### config.mk
export PLATFORM = sky130hd
export DESIGN_NAME = maxpool2x2_stream
export DESIGN_NICKNAME = d
export VERILOG_FILES = /design/src/rtl/cnn_pkg.sv /design/src/rtl/pool_max2.sv /design/src/rtl/maxpool2x2_stream.sv
export SDC_FILE = /design/constraint.sdc
export NUM_CORES = 1
export LEC_CHECK = 0
export BUFFER_PORTS_ARGS = -buffer_cell sky130_fd_sc_hd__buf_2
export CORE_MARGIN = 8
export CORE_UTILIZATION = 65
export CTS_BUF_LIST = sky130_fd_sc_hd__clkbuf_4 sky130_fd_sc_hd__clkbuf_8
export DETAILED_ROUTE_END_ITERATION = 10
export PLACE_DENSITY = 0.86
export SETUP_SLACK_MARGIN = 0.2
export SYNTH_ARGS = -nofsm -noshare
export SYNTH_HDL_FRONTEND = slang
export SYNTH_HIERARCHICAL = 1
export SYNTH_SLANG_ARGS = --single-unit
### constraint.sdc
create_clock -name clk -period 13 [get_ports clk]
set_input_delay 0.65 -clock clk [delete_from_list [all_inputs] [get_ports clk]]
set_output_delay 0.65 -clock clk [all_outputs]
set_load 0.1 [all_outputs]
### src/rtl/cnn_pkg.sv
// Shared CNN constants: pixel width, per-stage frame sizes and widths,
// and the signed pixel type used across the pooling and convolution blocks.
package cnn_pkg;

  localparam int IntSize = 8;

  localparam int Stage1Width = 28;
  localparam int Stage2Width = 14;
  localparam int Stage3Width = 7;

  localparam int PicSize1 = Stage1Width * Stage1Width;  // 784
  localparam int PicSize2 = Stage2Width * Stage2Width;  // 196
  localparam int PicSize3 = Stage3Width * Stage3Width;  // 49

  typedef logic signed [IntSize-1:0] pixel_t;

endpackage

### src/rtl/pool_max2.sv
// Signed two-input maximum, the basic comparator of the 2x2 pooling window.
module pool_max2 #(
  parameter int W = 8
) (
  input  logic signed [W-1:0] a,
  input  logic signed [W-1:0] b,
  output logic signed [W-1:0] y
);

  // Pick the larger operand; on a tie both operands carry the same value.
  always_comb begin
    y = (a > b) ? a : b;
  end

endmodule

### src/rtl/maxpool2x2_stream.sv
// Streaming 2x2 max-pool over a PicWidth x PicWidth raster frame.
// Even rows are folded pairwise into a half-width line buffer; odd rows
// combine the buffered pair maximum with the current pair to emit one
// pooled pixel per 2x2 window, one cycle after the closing input beat.
// Optional build macro MAXPOOL_FUSED_RELU_EN: clamps negative input
// pixels to zero before pooling, so every pooled output is non-negative.
module maxpool2x2_stream #(
  parameter int IntSize  = cnn_pkg::IntSize,
  parameter int PicWidth = cnn_pkg::Stage1Width
) (
  input  logic               clk,
  input  logic               rst_n,
  input  logic [IntSize-1:0] in_data,
  input  logic               in_valid,
  output logic               in_ready,
  output logic [IntSize-1:0] out_data,
  output logic               out_valid,
  input  logic               out_ready,
  output logic               frame_done
);

  import cnn_pkg::*;

  localparam int Half = PicWidth / 2;
  localparam int NOut = Half * Half;
  localparam int CW   = $clog2(PicWidth);
  localparam int OW   = $clog2(NOut);

  localparam logic [CW-1:0] PosLast = CW'(PicWidth - 1);
  localparam logic [OW-1:0] OutLast = OW'(NOut - 1);

  logic [CW-1:0] col;
  logic [CW-1:0] row;
  logic [OW-1:0] out_cnt;
  logic [CW-2:0] lb_idx;

  logic in_beat;
  logic out_beat;

  logic signed [IntSize-1:0] pix_p0;
  logic signed [IntSize-1:0] pair;
  logic signed [IntSize-1:0] lb_rd;
  logic signed [IntSize-1:0] max_pair;
  logic signed [IntSize-1:0] max_quad;
  logic signed [IntSize-1:0] linebuf [Half];

  logic signed [IntSize-1:0] pool_p1;
  logic                      vld_p1;

`ifdef MAXPOOL_FUSED_RELU_EN
  function automatic logic signed [IntSize-1:0] relu(input logic signed [IntSize-1:0] x);
    return x[IntSize-1] ? '0 : x;
  endfunction

  // Stage 0: clamp negative pixels to zero ahead of every comparison.
  always_comb begin
    pix_p0 = relu($signed(in_data));
  end
`else
  // Stage 0: raw signed pixel goes straight into the comparators.
  always_comb begin
    pix_p0 = $signed(in_data);
  end
`endif

  // Handshakes: an unaccepted pending output is the only thing that stalls input.
  always_comb begin
    in_ready = !(vld_p1 && !out_ready);
    in_beat  = in_valid && in_ready;
    out_beat = vld_p1 && out_ready;
    lb_idx   = col[CW-1:1];
    lb_rd    = linebuf[lb_idx];
  end

  pool_max2 #(.W(IntSize)) u_max_pair (
    .a (pair),
    .b (pix_p0),
    .y (max_pair)
  );

  pool_max2 #(.W(IntSize)) u_max_quad (
    .a (lb_rd),
    .b (max_pair),
    .y (max_quad)
  );

  // Raster position of the next input pixel; wraps at frame end for back-to-back frames.
  always_ff @(posedge clk or negedge rst_n) begin
    if (!rst_n) begin
      col <= '0;
      row <= '0;
    end else if (in_beat) begin
      if (col == PosLast) begin
        col <= '0;
        row <= (row == PosLast) ? '0 : row + CW'(1);
      end else begin
        col <= col + CW'(1);
      end
    end
  end

  // Window datapath: hold the even-column pixel, fold even-row pairs into the line buffer.
  always_ff @(posedge clk) begin
    if (in_beat && !col[0]) begin
      pair <= pix_p0;
    end
    if (in_beat && col[0] && !row[0]) begin
      linebuf[lb_idx] <= max_pair;
    end
  end

  // Stage 1: pooled result register, held until the consumer takes it.
  always_ff @(posedge clk or negedge rst_n) begin
    if (!rst_n) begin
      vld_p1  <= 1'b0;
      pool_p1 <= '0;
    end else if (in_beat && col[0] && row[0]) begin
      vld_p1  <= 1'b1;
      pool_p1 <= max_quad;
    end else if (out_beat) begin
      vld_p1  <= 1'b0;
    end
  end

  // Output beat counter marks the last pooled pixel of each frame.
  always_ff @(posedge clk or negedge rst_n) begin
    if (!rst_n) begin
      out_cnt <= '0;
    end else if (out_beat) begin
      out_cnt <= (out_cnt == OutLast) ? '0 : out_cnt + OW'(1);
    end
  end

  // Outputs driven from the stage-1 registers and the output counter.
  always_comb begin
    out_valid  = vld_p1;
    out_data   = pool_p1;
    frame_done = out_beat && (out_cnt == OutLast);
  end

endmodule

Word level (Yosys, flattened, before mapping) --
Memories as Yosys holds them, arrays and structs flattened. Index checks and enable logic that the tools add are counted.
Storage, ports and cells: memory bits (writable) 112, memories 1, bits in registers 35, input bits 12, output and inout bits 11
Memory list:
- linebuf | words 14, width 8, rd ports 1, clocked after memory_dff 0, write ports 1, line maxpool2x2_stream.sv:45 | logic signed [IntSize-1:0] linebuf [Half];
Operators by class: order comparisons 2, muxes and demuxes 9, reductions and logical operators 14, eq/ne operators 3, $add $sub $neg 3
Operators by type and width (count):
- two-way mux 8 bit | 3
- greater-than comparator 8 bit | 2
- adder 5 x 1 -> 5 bit, second input constant | 2
- == test 5 bit, second input constant | 2
- two-way mux 5 bit | 2
- adder 8 x 1 -> 8 bit, second input constant | 1
- == test 8 bit, second input constant | 1
- logical AND 1 bit | 8
- logical NOT 1 bit | 4
- two-way mux 1 bit | 4
- AND reduction 2 bit | 1
- nonzero test 2 bit | 1

Logic depth before layout (Yosys ltp) --
Gate-level depths: netlist of run 1.
word-level depth 8, gate-level depth with buffers 15, depth with buffers taken out 15

Hierarchy --
The synthesis of run 1 kept the hierarchy.
By module, submodules not included:
- maxpool2x2_stream | instances 1, cells an instance 368, area an instance 6068.3 um^2
- pool_max2 | instances 2, cells an instance 40, area an instance 360.3 um^2

Worst setup path before layout of run 1 --
No wires, ideal clock.
path type input port to flip-flop, start input port in_data[5], end register pool_p1[0], in the netlist out_data[0], library setup time 126 ps, setup slack 8592 ps, cell stages on the path 15, required time 12874 ps, arrival time 4282 ps, cells stage by stage inv_1 > ha_1 > nand2_2 > o21ai_0 > a311oi_2 > mux2i_4 > mux2_2 > inv_1 > ha_1 > nand2_2 > o21ai_0 > a311oi_2 > mux2i_4 > mux2_2 > mux2_2
Between the ends: word-level cells in the longest chain between the ends 4
Ends and longest elaborated chain:
- start, declared | line maxpool2x2_stream.sv:13 | input logic [IntSize-1:0] in_data,
- greater-than comparator 8 bit | line pool_max2.sv:12 | y = (a > b) ? a : b;
- two-way mux 8 bit (*) | line pool_max2.sv:12
- via max_pair[5] | line maxpool2x2_stream.sv:43 | logic signed [IntSize-1:0] max_pair;
- greater-than comparator 8 bit (*) | line pool_max2.sv:12
- two-way mux 8 bit (*) | line pool_max2.sv:12
- via max_quad[0] | line maxpool2x2_stream.sv:44 | logic signed [IntSize-1:0] max_quad;
- end signal, assigned | line maxpool2x2_stream.sv:119 | pool_p1 <= max_quad;
- end, declared | line maxpool2x2_stream.sv:47 | logic signed [IntSize-1:0] pool_p1;
The timed path passes the listed nets; every way through them passes the cells marked *. A chain may end at the register's enable or synchronous reset.

Final worst setup path of run 1 --
start register pair[5], end register pool_p1[0], in the netlist out_data[0]
Between the ends: word-level cells in the longest chain between the ends 4
Ends and longest elaborated chain:
- start, declared | line maxpool2x2_stream.sv:41 | logic signed [IntSize-1:0] pair;
- start signal, assigned | line maxpool2x2_stream.sv:105 | pair <= pix_p0;
- greater-than comparator 8 bit | line pool_max2.sv:12
- two-way mux 8 bit | line pool_max2.sv:12
- via max_pair[3] | line maxpool2x2_stream.sv:43
- greater-than comparator 8 bit | line pool_max2.sv:12
- two-way mux 8 bit | line pool_max2.sv:12
- via max_quad[0] | line maxpool2x2_stream.sv:44
The timed path passes the listed nets, and every way through them passes these cells.

==> out/results.txt, run 1 <==
Status -> finished, final reports clean
CTS tree -> done
Flops & latches, synth -> 147
Number of flops mapped to enable cells by yosys -> 120
Critical Path Fanout Max -> 16
Leakage power -> 2.76 nW
Die Ht -> 118 µm
Io pins -> 23
CTS Sinks -> 147
Yosys top cell area share -> 0.531
Row cnt -> 37
Global-route wire length before repair -> 21100 µm
Critical Path Source -> pair[5]$_DFFE_PP_
Arrival time at the worst endpoint -> 4.90 ns
Final ANT Viol Nets -> 0
Reg-to-reg startpoint -> pair[5]$_DFFE_PP_
Max_slew headroom -> 0.186
Ys flop type -> edfxtp_1
Placed wire-length estimate -> 8950 µm
Router iterations before antenna repair -> 6
Die area -> 0.0140 mm²
Finish-stage setup viols -> 0
Drt total wl -> 13400 µm
Critical path type -> reg2reg
Initial cell density of the core -> 0.664
Congestion Overflow GR -> 0
Vias -> 3880
Drt drc -> 0
CTS buffer count -> 17
Final setup TNS -> 0 ns
Mapped cell area -> 0.00679 mm²
Maximum VDD drop -> 0.271 mV
HP Class -> in2async
Skew-Pair Late Insertion Delay -> 0.43 ns
Clock Path Buffers -> 2
Worst setup EP type -> register
Vias per cell -> 6.21
Fin crit period -> 4.58 ns
Routed WL per cell -> 21.5 µm
Post-synth ARST share -> 0.184
RSZ-0062 raised after global routing -> no
WP data required -> 13.32 ns
Max-Cap Viols -> 0
Worst setup SP type -> register
Max Slew Vio Count -> 0
Vias in the first global route -> 4048
Sequential area share after synthesis -> 0.630
Layout Nets -> 507
Post-CTS sizing -> 0
Synth Instances -> 448
Reg clk slew, reported paths -> 0.09 ns
Post-CTS setup buffer count -> 0
All-Layer GR Usage -> 0.196
Count leader, synth -> edfxtp_1
Synth area leaders -> edfxtp_1 53%, dfrtp_1 10%, mux2_2 10%, ha_1 3.5%, mux2i_1 2.7%
Fmax achieved -> 218 MHz
Clock Skew -> 0.0115 ns
Number of port buffers -> 22
Syn nets -> 479
Yosys warns -> 6
Area leader, netlist -> edfxtp_1
CTS Root Cell -> clkbuf_8
CTS H-tree lvls -> 4
Final period util -> 0.352
Yosys cell types -> 54
Hold Buf Count CTS -> 0
Area growth from synthesis to layout -> 8.63%
Mapped Avg Cell Area -> 15.2 µm²
Gpl congestion -> 0.851
Commonest cells post-synth -> 120 x edfxtp_1, 60 x mux2_2, 27 x dfrtp_1, 27 x inv_1, 19 x ha_1
Chip Width -> 118 µm
Placed cell areas -> 0.00699 mm²
PD cells -> 232 mW/mm²
Ratio of cells with drive above 1 in the final layout -> 0.299
Largest net degree at the start of global routing -> 48
Detailed router's first-iteration violation count -> 443
Ant diodes -> 0
Initial antenna violation count -> 0
Final Cell Area -> 0.00737 mm²
Core Box Area -> 0.0102 mm²
Worst Tran Pin Value -> 1.21 ns
FILL cells -> 622
Hold Fails Final Rpt -> 0
==> per-layer routing <==
| layer | global-route usage | vias up | share of wire |
|---|---|---|---|
| met5 | 0 | - | 0 |
| met4 | 0.0769 | 0 | 0.021 |
| met3 | 0.0433 | 19 | 0.063 |
| met2 | 0.329 | 134 | 0.50 |
| met1 | 0.242 | 1944 | 0.42 |
| li1 | - | 1783 | - |
==> state kept, by name, indices dropped and copies added (netlist names) <==
| name | cells |
|---|---|
| linebuf | 112 |
| row | 5 |
| out_valid | 1 |
| out_cnt | 8 |
| col | 5 |
| out_data | 8 |
| pair | 8 |
==> per-stage QoR <==
step	utilization	total power, mW	hold WS [ns]	cells	setup WS [ns]
floorplan	-	1.24	0.354	448	8.59
global placement	0.684	1.35	0.491	593	8.24
global route	0.721	1.79	0.238	625	8.12
detailed placement	0.684	1.38	0.499	593	8.07
finish	0.721	1.71	0.207	625	8.42
CTS	0.721	1.72	0.207	625	8.39
==> layout make-up <==
cell class              instances  area (µm²)  share of cell area
clock inverters                15         146              0.0199
inverters                      27         101              0.0137
clock buffers                  17         234              0.0317
multi-input cells             256        2290               0.311
flip-flops and latches        147        4280               0.580
repair buffers                 27         148              0.0200
well taps                     136         170              0.0231
==> cell usage in the layout (no fill, tap or decap), types with 3 or more instances in the layout <==
cell      count
nand2_1      14
clkbuf_8     17
nand3_1      15
ha_1         19
mux2_2       60
mux2_4        7
a22oi_1       8
mux2i_1      18
o21ai_0       5
o22a_1        8
dfrtp_1      26
a21oi_1       8
edfxtp_1    120
inv_1        27
and3b_1       4
xor2_1        3
nand2_2       4
nand4_1       7
buf_4         5
a222oi_1      8
nor4_1        4
inv_6         5
clkinv_4      5
nor2_1       14
nand2b_1      5
buf_2        22
mux2_1        3
nor3_1        6
==> path summary, 6_finish.rpt <==
kind | end | slack [ns] | cells after the start
worst max-delay path | out_data[0]$_DFFE_PN0P_ | 8.42 | 14
worst min-delay path | out_cnt[0]$_DFFE_PN0P_ | 0.21 | 1
worst max register to register | out_data[0]$_DFFE_PN0P_ | 8.42 | 14
worst min register to register | out_data[6]$_DFFE_PN0P_ | 0.51 | 1
max in group asynchronous | col[1]$_DFFE_PN0N_ | 12.38 | 1
min in group clk | pair[2]$_DFFE_PP_ | 0.41 | 1
==> power by group <==
part,total [mW],switching (mW),internal [mW]
Combinational,0.731,0.442,0.289
Clock,0.339,0.183,0.156
Sequential,0.644,0.0613,0.583
Total,1.71,0.686,1.03
==> critical path, cell delays in order (launching register included) <==
cell,delay (ns)
edfxtp_1,0.40
ha_1,0.34
a21oi_1,0.13
o21ai_0,0.13
a311oi_2,0.41
mux2i_4,0.46
mux2_2,0.52
inv_1,0.11
ha_1,0.24
a21oi_1,0.14
o21ai_0,0.12
a311oi_2,0.38
mux2i_4,0.45
mux2_2,0.38
mux2_2,0.25
==> cells by family (layout without fill, tap and decap cells) <==
family	count (synthesis)	in the layout	synth area share
AO/OA/AOI/OAI	48	48	0.0614
XOR/XNOR	4	4	0.00516
adder cells (fa/ha/maj)	19	19	0.0350
buffers and inverters	45	86	0.0317
flip-flops	147	147	0.630
multiplexers	90	90	0.153
AND/OR/NAND/NOR	95	95	0.0833
(Power assumes the default switching activity.)
==> run 2, diff against run 1 <==
--- a/config.mk
+++ b/config.mk
@@ -7,10 +7,10 @@
 export LEC_CHECK = 0
 export BUFFER_PORTS_ARGS = -buffer_cell sky130_fd_sc_hd__buf_2
 export CORE_MARGIN = 8
-export CORE_UTILIZATION = 65
+export CORE_UTILIZATION = 58
 export CTS_BUF_LIST = sky130_fd_sc_hd__clkbuf_4 sky130_fd_sc_hd__clkbuf_8
 export DETAILED_ROUTE_END_ITERATION = 10
-export PLACE_DENSITY = 0.86
+export PLACE_DENSITY = 0.81
 export SETUP_SLACK_MARGIN = 0.2
 export SYNTH_ARGS = -nofsm -noshare
 export SYNTH_HDL_FRONTEND = slang
==> constraint.sdc (replaced) <==
create_clock -name clk -period 4.1 [get_ports clk]
set_input_delay 0.205 -clock clk [delete_from_list [all_inputs] [get_ports clk]]
set_output_delay 0.205 -clock clk [all_outputs]
set_load 0.1 [all_outputs]
==> run 2 against run 1 <==
  * Final cell count increased by 5.6%
  * Sequential cell count unchanged
  * First-iteration DRC count decreased by 3.6%
  * Worst setup slack got worse by 8.3 ns
  * Critical path depth increased by 2
  * Non-clock buffer count increased by 28
  * Clock power increased to 3.6 times the previous value
  * Highest routed layer unchanged
==> out/results.txt, run 2 (synthesized netlist as in run 1, its figures left out) <==
Max-Cap Viols -> 0 (unchanged)
RSZ-0062 raised after global routing -> yes (was no)
WP data required -> 4.44 ns (was 13.32 ns)
Final core utilization -> 0.698 (was 0.721)
CTS buffer count -> 17 (unchanged)
Routed WL per cell -> 21.9 µm (was 21.5 µm)
CTS H-tree lvls -> 4 (unchanged)
Largest net degree at the start of global routing -> 28 (was 48)
Drt total wl -> 14500 µm (was 13400 µm)
Cells after DPL -> 616 (was 593)
Critical path type -> reg2reg (unchanged)
Vias -> 4029 (was 3880)
Leakage power -> 3.00 nW (was 2.76 nW)
Vias in the first global route -> 4064 (was 4048)
Skew-Pair Late Insertion Delay -> 0.45 ns (was 0.43 ns)
Die Ht -> 124 µm (was 118 µm)
Final Power -> 6.26 mW (was 1.71 mW)
Final period util -> 0.968 (was 0.352)
HP Class -> in2reg (was in2async)
Grt met2 use -> 0.315 (was 0.329)
Hold WS -> 0.0600 ns (was 0.207 ns)
R2R setup slack -> 0.13 ns (was 8.42 ns)
Worst slack at placement -> 0.00764 ns (was 8.07 ns)
Final setup TNS -> 0 ns (unchanged)
Fin crit period -> 3.97 ns (was 4.58 ns)
Critical Path Fanout Max -> 8 (was 16)
Worst setup SP type -> register (unchanged)
Most common cell after layout, fill and taps aside -> edfxtp_1 (unchanged)
All-Layer GR Usage -> 0.200 (was 0.196)
Final ANT Viol Nets -> 0 (unchanged)
Most Crowded Layer GR -> met2 (unchanged)
Worst setup EP type -> register (unchanged)
Max_slew headroom -> 0.242 (was 0.186)
Ratio of cells with drive above 1 in the final layout -> 0.371 (was 0.299)
FF-to-FF path depth -> 16 (was 14)
Layout Nets -> 535 (was 507)
Setup ws final -> 0.131 ns (was 8.42 ns)
Vias per cell -> 6.10 (was 6.21)
Final Cell Area -> 0.00797 mm² (was 0.00737 mm²)
Placed cell areas -> 0.00731 mm² (was 0.00699 mm²)
Status -> finished, final reports clean (unchanged)
Hold path endpoint -> out_cnt[1]$_DFFE_PN0P_
Hold Path Origin -> out_ready
M3 GR Usage -> 0.0494 (was 0.0433)
Max Slew Vio Count -> 0 (unchanged)
Ant diodes -> 0 (unchanged)
Worst Tran Pin Value -> 1.13 ns (was 1.21 ns)
Placed wire-length estimate -> 9530 µm (was 8950 µm)
Fmax achieved -> 252 MHz (was 218 MHz)
Drt drc -> 0 (unchanged)
Biggest register -> linebuf (unchanged)
CTS Root Cell -> clkbuf_8 (unchanged)
Router iterations before antenna repair -> 5 (was 6)
Initial antenna violation count -> 0 (unchanged)
Congestion Overflow GR -> 0 (unchanged)
Global-route wire length before repair -> 22300 µm (was 21100 µm)
Number of port buffers -> 22 (unchanged)
Detailed router's first-iteration violation count -> 427 (was 443)
Chip Width -> 124 µm (was 118 µm)
Io pins -> 23 (unchanged)
Reg clk slew, reported paths -> 0.08 ns (was 0.09 ns)
Reg-to-reg startpoint -> pair[3]$_DFFE_PP_ (was pair[5]$_DFFE_PP_)
Maximum VDD drop -> 0.553 mV (was 0.271 mV)
Finished Layout Cells -> 660 (was 625)
Max reg flops -> 112 (unchanged)
Clock Skew -> 0.0135 ns (was 0.0115 ns)
Clock Path Buffers -> 2 (unchanged)
Row cnt -> 39 (was 37)
CTS tree -> done (unchanged)
Most frequent cells in the layout -> 120 x edfxtp_1, 45 x mux2_2, 26 x dfrtp_1 (was 120 x edfxtp_1, 60 x mux2_2, 27 x inv_1)
Die area -> 0.0154 mm² (was 0.0140 mm²)
Critical R2R Capture -> out_data[0]$_DFFE_PN0P_ (unchanged)
Hold path depth -> 3
Core Box Area -> 0.0114 mm² (was 0.0102 mm²)
Arrival time at the worst endpoint -> 4.31 ns (was 4.90 ns)
Hold Fails Final Rpt -> 0 (unchanged)
Finish-stage setup viols -> 0 (unchanged)
Gpl congestion -> 0.868 (was 0.851)
PD cells -> 786 mW/mm² (was 232 mW/mm²)
CTS Sinks -> 147 (unchanged)
Initial cell density of the core -> 0.595 (was 0.664)
Area growth from synthesis to layout -> 17.3% (was 8.63%)
GRT met1 Usage -> 0.262 (was 0.242)
==> run 2: cell count changes in the layout (fill, tap and decap cells not counted), sizes merged <==
cell / delta
buf: +19
inv: -5
clkinvlp: +2
clkbuf: +2
dlygate4sd3: +9
bufinv: +3
clkinv: -2
==> run 2: final cells by class <==
cell class	instances	area [µm²]
Timing Repair Buffer	55	418
Fill cell	744	3450
Inverter	27	104
Clock inverter	13	183
Multi-Input combinational cell	256	2550
Clock buffer	19	249
Tap cell	143	179
Sequential cell	147	4280
==> run 2: power by group <==
group / internal, mW / total (mW) / switching (mW) / leakage [nW]
registers: 1.85 / 1.99 / 0.144 / 1.41
clock network: 0.675 / 1.22 / 0.542 / 0.211
logic: 1.37 / 3.05 / 1.69 / 1.37
==> run 2: how the worst max path moves through the flow <==
stage / start / to / slack (ns) / depth (start not counted)
final: pair[3]$_DFFE_PP_ / out_data[0]$_DFFE_PN0P_ / 0.13 / 16
after global routing: pair[4]$_DFFE_PP_ / out_data[0]$_DFFE_PN0P_ / 0.06 / 16
after CTS: pair[4]$_DFFE_PP_ / out_data[0]$_DFFE_PN0P_ / 0.10 / 16
after detailed placement: pair[3]$_DFFE_PP_ / out_data[0]$_DFFE_PN0P_ / 0.008 / 15
after global placement: pair[3]$_DFFE_PP_ / out_data[4]$_DFFE_PN0P_ / 0.09 / 15
after floorplan: pair[1]$_DFFE_PP_ / out_data[0]$_DFFE_PN0P_ / 0.13 / 14
==> run 2: worst max-delay path: stages (launching register included) <==
cell	delay [ns]
edfxtp_1	0.43
ha_4	0.26
a21oi_4	0.14
o21ai_2	0.08
a311oi_2	0.34
mux2i_4	0.31
buf_12	0.16
mux2_4	0.31
inv_2	0.07
ha_4	0.20
a21oi_2	0.10
o21ai_1	0.08
a311oi_2	0.32
mux2i_4	0.32
buf_12	0.16
mux2_4	0.30
mux2_4	0.27
==> run 2: repair_timing <==
item | in CTS | in global routing
setup buffers | 3 | 0
resized for setup | 10 | 8
endpoints found under the setup margin | 8 | 8
endpoints found under the hold margin | 35 | 0
hold buffers | 9 | 0
pin swaps | 10 | 3
==> run 2: layer usage <==
layer	share of wire	vias up
met1	0.42	2006
met4	0.015	0
met3	0.064	24
met2	0.50	151
li1	-	1848
met5	0	-
==> run 3, diff against run 2 <==
--- a/config.mk
+++ b/config.mk
@@ -10,8 +10,10 @@
 export CORE_UTILIZATION = 58
 export CTS_BUF_LIST = sky130_fd_sc_hd__clkbuf_4 sky130_fd_sc_hd__clkbuf_8
 export DETAILED_ROUTE_END_ITERATION = 10
+export GPL_TIMING_DRIVEN = 0
 export PLACE_DENSITY = 0.81
 export SETUP_SLACK_MARGIN = 0.2
+export SLEW_MARGIN = 0
 export SYNTH_ARGS = -nofsm -noshare
 export SYNTH_HDL_FRONTEND = slang
 export SYNTH_HIERARCHICAL = 1
==> run 3 against run 2 <==
  * Via count grew 4.4%
  * Die area is the same
  * Clock-buffer cell count shrank 2
  * Critical path depth is the same
  * Clock skew shrank 0.0026 ns
  * Global-route usage grew 0.79 points
  * Core utilization grew 0.25 points
  * Worst hold slack gained 0.015 ns
  * Final cell count grew 1.7%
  * Sequential share of layout area shrank 0.21 points
  * Maximum frequency shrank 2.0%
  * Wire length grew 6.9%
==> out/results.txt, run 3 (synthesized netlist as in run 1, its figures left out) <==
Number of port buffers -> 22 (unchanged)
Routed WL per cell -> 23.0 µm (was 21.9 µm)
FILL cells -> 754 (was 744)
Most common cell after layout, fill and taps aside -> edfxtp_1 (unchanged)
Most frequent cells in the layout -> 120 x edfxtp_1, 45 x mux2_2, 29 x buf_2 (was 120 x edfxtp_1, 45 x mux2_2, 26 x dfrtp_1)
Vias in the first global route -> 4283 (was 4064)
Layout Nets -> 546 (was 535)
Congestion Overflow GR -> 0 (unchanged)
PD cells -> 782 mW/mm² (was 786 mW/mm²)
Gpl congestion -> 0.815 (was 0.868)
Max-Cap Viols -> 0 (unchanged)
Final setup TNS -> 0 ns (unchanged)
Setup ws final -> 0.0507 ns (was 0.131 ns)
Finish-stage setup viols -> 0 (unchanged)
Die area -> 0.0154 mm² (unchanged)
Ratio of cells with drive above 1 in the final layout -> 0.375 (was 0.371)
Vias per cell -> 6.27 (was 6.10)
Worst setup SP type -> register (unchanged)
Row cnt -> 39 (unchanged)
Max Slew Vio Count -> 0 (unchanged)
Final period util -> 0.988 (was 0.968)
Final Cell Area -> 0.00800 mm² (was 0.00797 mm²)
Critical Path Fanout Max -> 8 (unchanged)
Skew-Pair Late Insertion Delay -> 0.45 ns (about the same)
CTS Sinks -> 147 (unchanged)
Worst slack at placement -> -0.315 ns (was 0.00764 ns)
RSZ-0062 raised after global routing -> yes (unchanged)
Ant diodes -> 0 (unchanged)
Initial antenna violation count -> 0 (unchanged)
Fmax achieved -> 247 MHz (was 252 MHz)
Placed cell areas -> 0.00726 mm² (was 0.00731 mm²)
Finished Layout Cells -> 671 (was 660)
Chip Width -> 124 µm (unchanged)
Initial cell density of the core -> 0.595 (unchanged)
Die Ht -> 124 µm (unchanged)
Area growth from synthesis to layout -> 17.8% (was 17.3%)
Core Box Area -> 0.0114 mm² (unchanged)
Largest net degree at the start of global routing -> 28 (unchanged)
Leakage power -> 3.01 nW (was 3.00 nW)
Status -> finished, final reports clean (unchanged)
Clock Path Buffers -> 2 (unchanged)
Worst path bufs/invs -> 3 (unchanged)
Biggest register -> linebuf (unchanged)
CP cell instances -> ha_1 -> nand2_2 -> a2111oi_4 -> a311oi_2 -> mux2i_4 -> buf_12 -> mux2_4 -> inv_2 -> ha_4 -> nand2_2 -> a2111oi_4 -> a311oi_2 -> mux2i_4 -> buf_6 -> mux2_4 -> mux2_4 (was ha_4 -> a21oi_4 -> o21ai_2 -> a311oi_2 -> mux2i_4 -> buf_12 -> mux2_4 -> inv_2 -> ha_4 -> a21oi_2 -> o21ai_1 -> a311oi_2 -> mux2i_4 -> buf_12 -> mux2_4 -> mux2_4)
CTS tree -> done (unchanged)
Max reg flops -> 112 (unchanged)
Critical Path Max Stage Delay -> 0.42 ns (was 0.43 ns)
Global-route wire length before repair -> 23300 µm (was 22300 µm)
Io pins -> 23 (unchanged)
Detailed router's first-iteration violation count -> 457 (was 427)
Worst Tran Pin Value -> 1.25 ns (was 1.13 ns)
HP Class -> in2reg (unchanged)
Slowest CP cell -> edfxtp_1 (unchanged)
Drt drc -> 0 (unchanged)
Clock Skew -> 0.0108 ns (was 0.0135 ns)
Placed wire-length estimate -> 9360 µm (was 9530 µm)
Drt total wl -> 15500 µm (was 14500 µm)
Critical path type -> reg2reg (unchanged)
Fin crit period -> 4.05 ns (was 3.97 ns)
Final ANT Viol Nets -> 0 (unchanged)
Critical path's top delay family -> multiplexers (unchanged)
CTS H-tree lvls -> 4 (unchanged)
Maximum VDD drop -> 0.550 mV (was 0.553 mV)
Vias -> 4205 (was 4029)
Worst setup EP type -> register (unchanged)
WP data required -> 4.43 ns (was 4.44 ns)
Reg clk slew, reported paths -> 0.08 ns (about the same)
Router iterations before antenna repair -> 5 (unchanged)
CTS buffer count -> 17 (unchanged)
Arrival time at the worst endpoint -> 4.38 ns (was 4.31 ns)
Max_slew headroom -> 0.162 (was 0.242)
CP dominant cell by count -> mux2_4 (unchanged)
CTS Root Cell -> clkbuf_8 (unchanged)
Hold Fails Final Rpt -> 0 (unchanged)
Cells after DPL -> 614 (was 616)
All-Layer GR Usage -> 0.208 (was 0.200)
## run 3: cell types whose count changed in the layout (fill, tap and decap cells not counted), sizes merged
cell | previous run | this run
inv | 28 | 27
clkbuf | 19 | 20
clkinvlp | 3 | 4
buf | 46 | 54
clkinv | 5 | 7
## run 3: worst paths after layout
path / start / end / slack (ns) / cells past startpoint
min: out_ready / out_cnt[1]$_DFFE_PN0P_ / 0.07 / 3
max: pair[2]$_DFFE_PP_ / out_data[0]$_DFFE_PN0P_ / 0.05 / 16
max reg2reg: pair[2]$_DFFE_PP_ / out_data[0]$_DFFE_PN0P_ / 0.05 / 16
min in group asynchronous: rst_n / out_cnt[2]$_DFFE_PN0P_ / 0.30 / 2
max in group asynchronous: rst_n / out_data[2]$_DFFE_PN0P_ / 3.40 / 2
min reg2reg: out_data[5]$_DFFE_PN0P_ / out_data[5]$_DFFE_PN0P_ / 0.50 / 1
## run 3: cell type report
class	instances	area [µm²]	share of cell area
sequential	147	4280	0.535
multi-input combinational	256	2550	0.319
tap	143	179	0.0224
clock buffer	17	234	0.0293
clock inverter	15	190	0.0238
buffer	18	114	0.0142
inverter	27	101	0.0127
timing repair buffer	48	348	0.0435
## run 3: per-stage QoR
stage	power (mW)	utilization	hold WS, ns
after CTS	6.20	0.695	0.0430
final	6.25	0.700	0.0747
after global routing	6.52	0.700	0.0948
after detailed placement	4.83	0.636	0.240
after global placement	4.72	0.634	0.244
after floorplan	4.23	-	-0.0906
## run 3: worst register-to-register path, stage by stage (launching register included)
cell,delay (ns)
edfxtp_1,0.42
ha_1,0.36
nand2_2,0.15
a2111oi_4,0.05
a311oi_2,0.30
mux2i_4,0.31
buf_12,0.16
mux2_4,0.34
inv_2,0.07
ha_4,0.19
nand2_2,0.11
a2111oi_4,0.06
a311oi_2,0.35
mux2i_4,0.33
buf_6,0.15
mux2_4,0.30
mux2_4,0.27
## run 3: power breakdown
group | internal [mW] | switching (mW)
clock | 0.655 | 0.548
combinational | 1.35 | 1.73
sequential | 1.85 | 0.119
total | 3.85 | 2.40
## run 3: routing by layer
layer,global-route usage,routed length [µm],up-vias
met3,0.0617,1000,11
met2,0.333,7940,153
li1,-,-,1860
met1,0.268,6360,2181
met5,0,0,-
met4,0.0654,157,0
## run 3: what timing repair did
| action | CTS | global route |
|---|---|---|
| cloned | 0 | 0 |
| endpoints found under the setup margin | 8 | 8 |
| endpoints found under the hold margin | 35 | 0 |
| setup buffers | 13 | 3 |
| pin swaps | 11 | 5 |
| hold buffers | 9 | 0 |
| gates resized for setup | 11 | 5 |
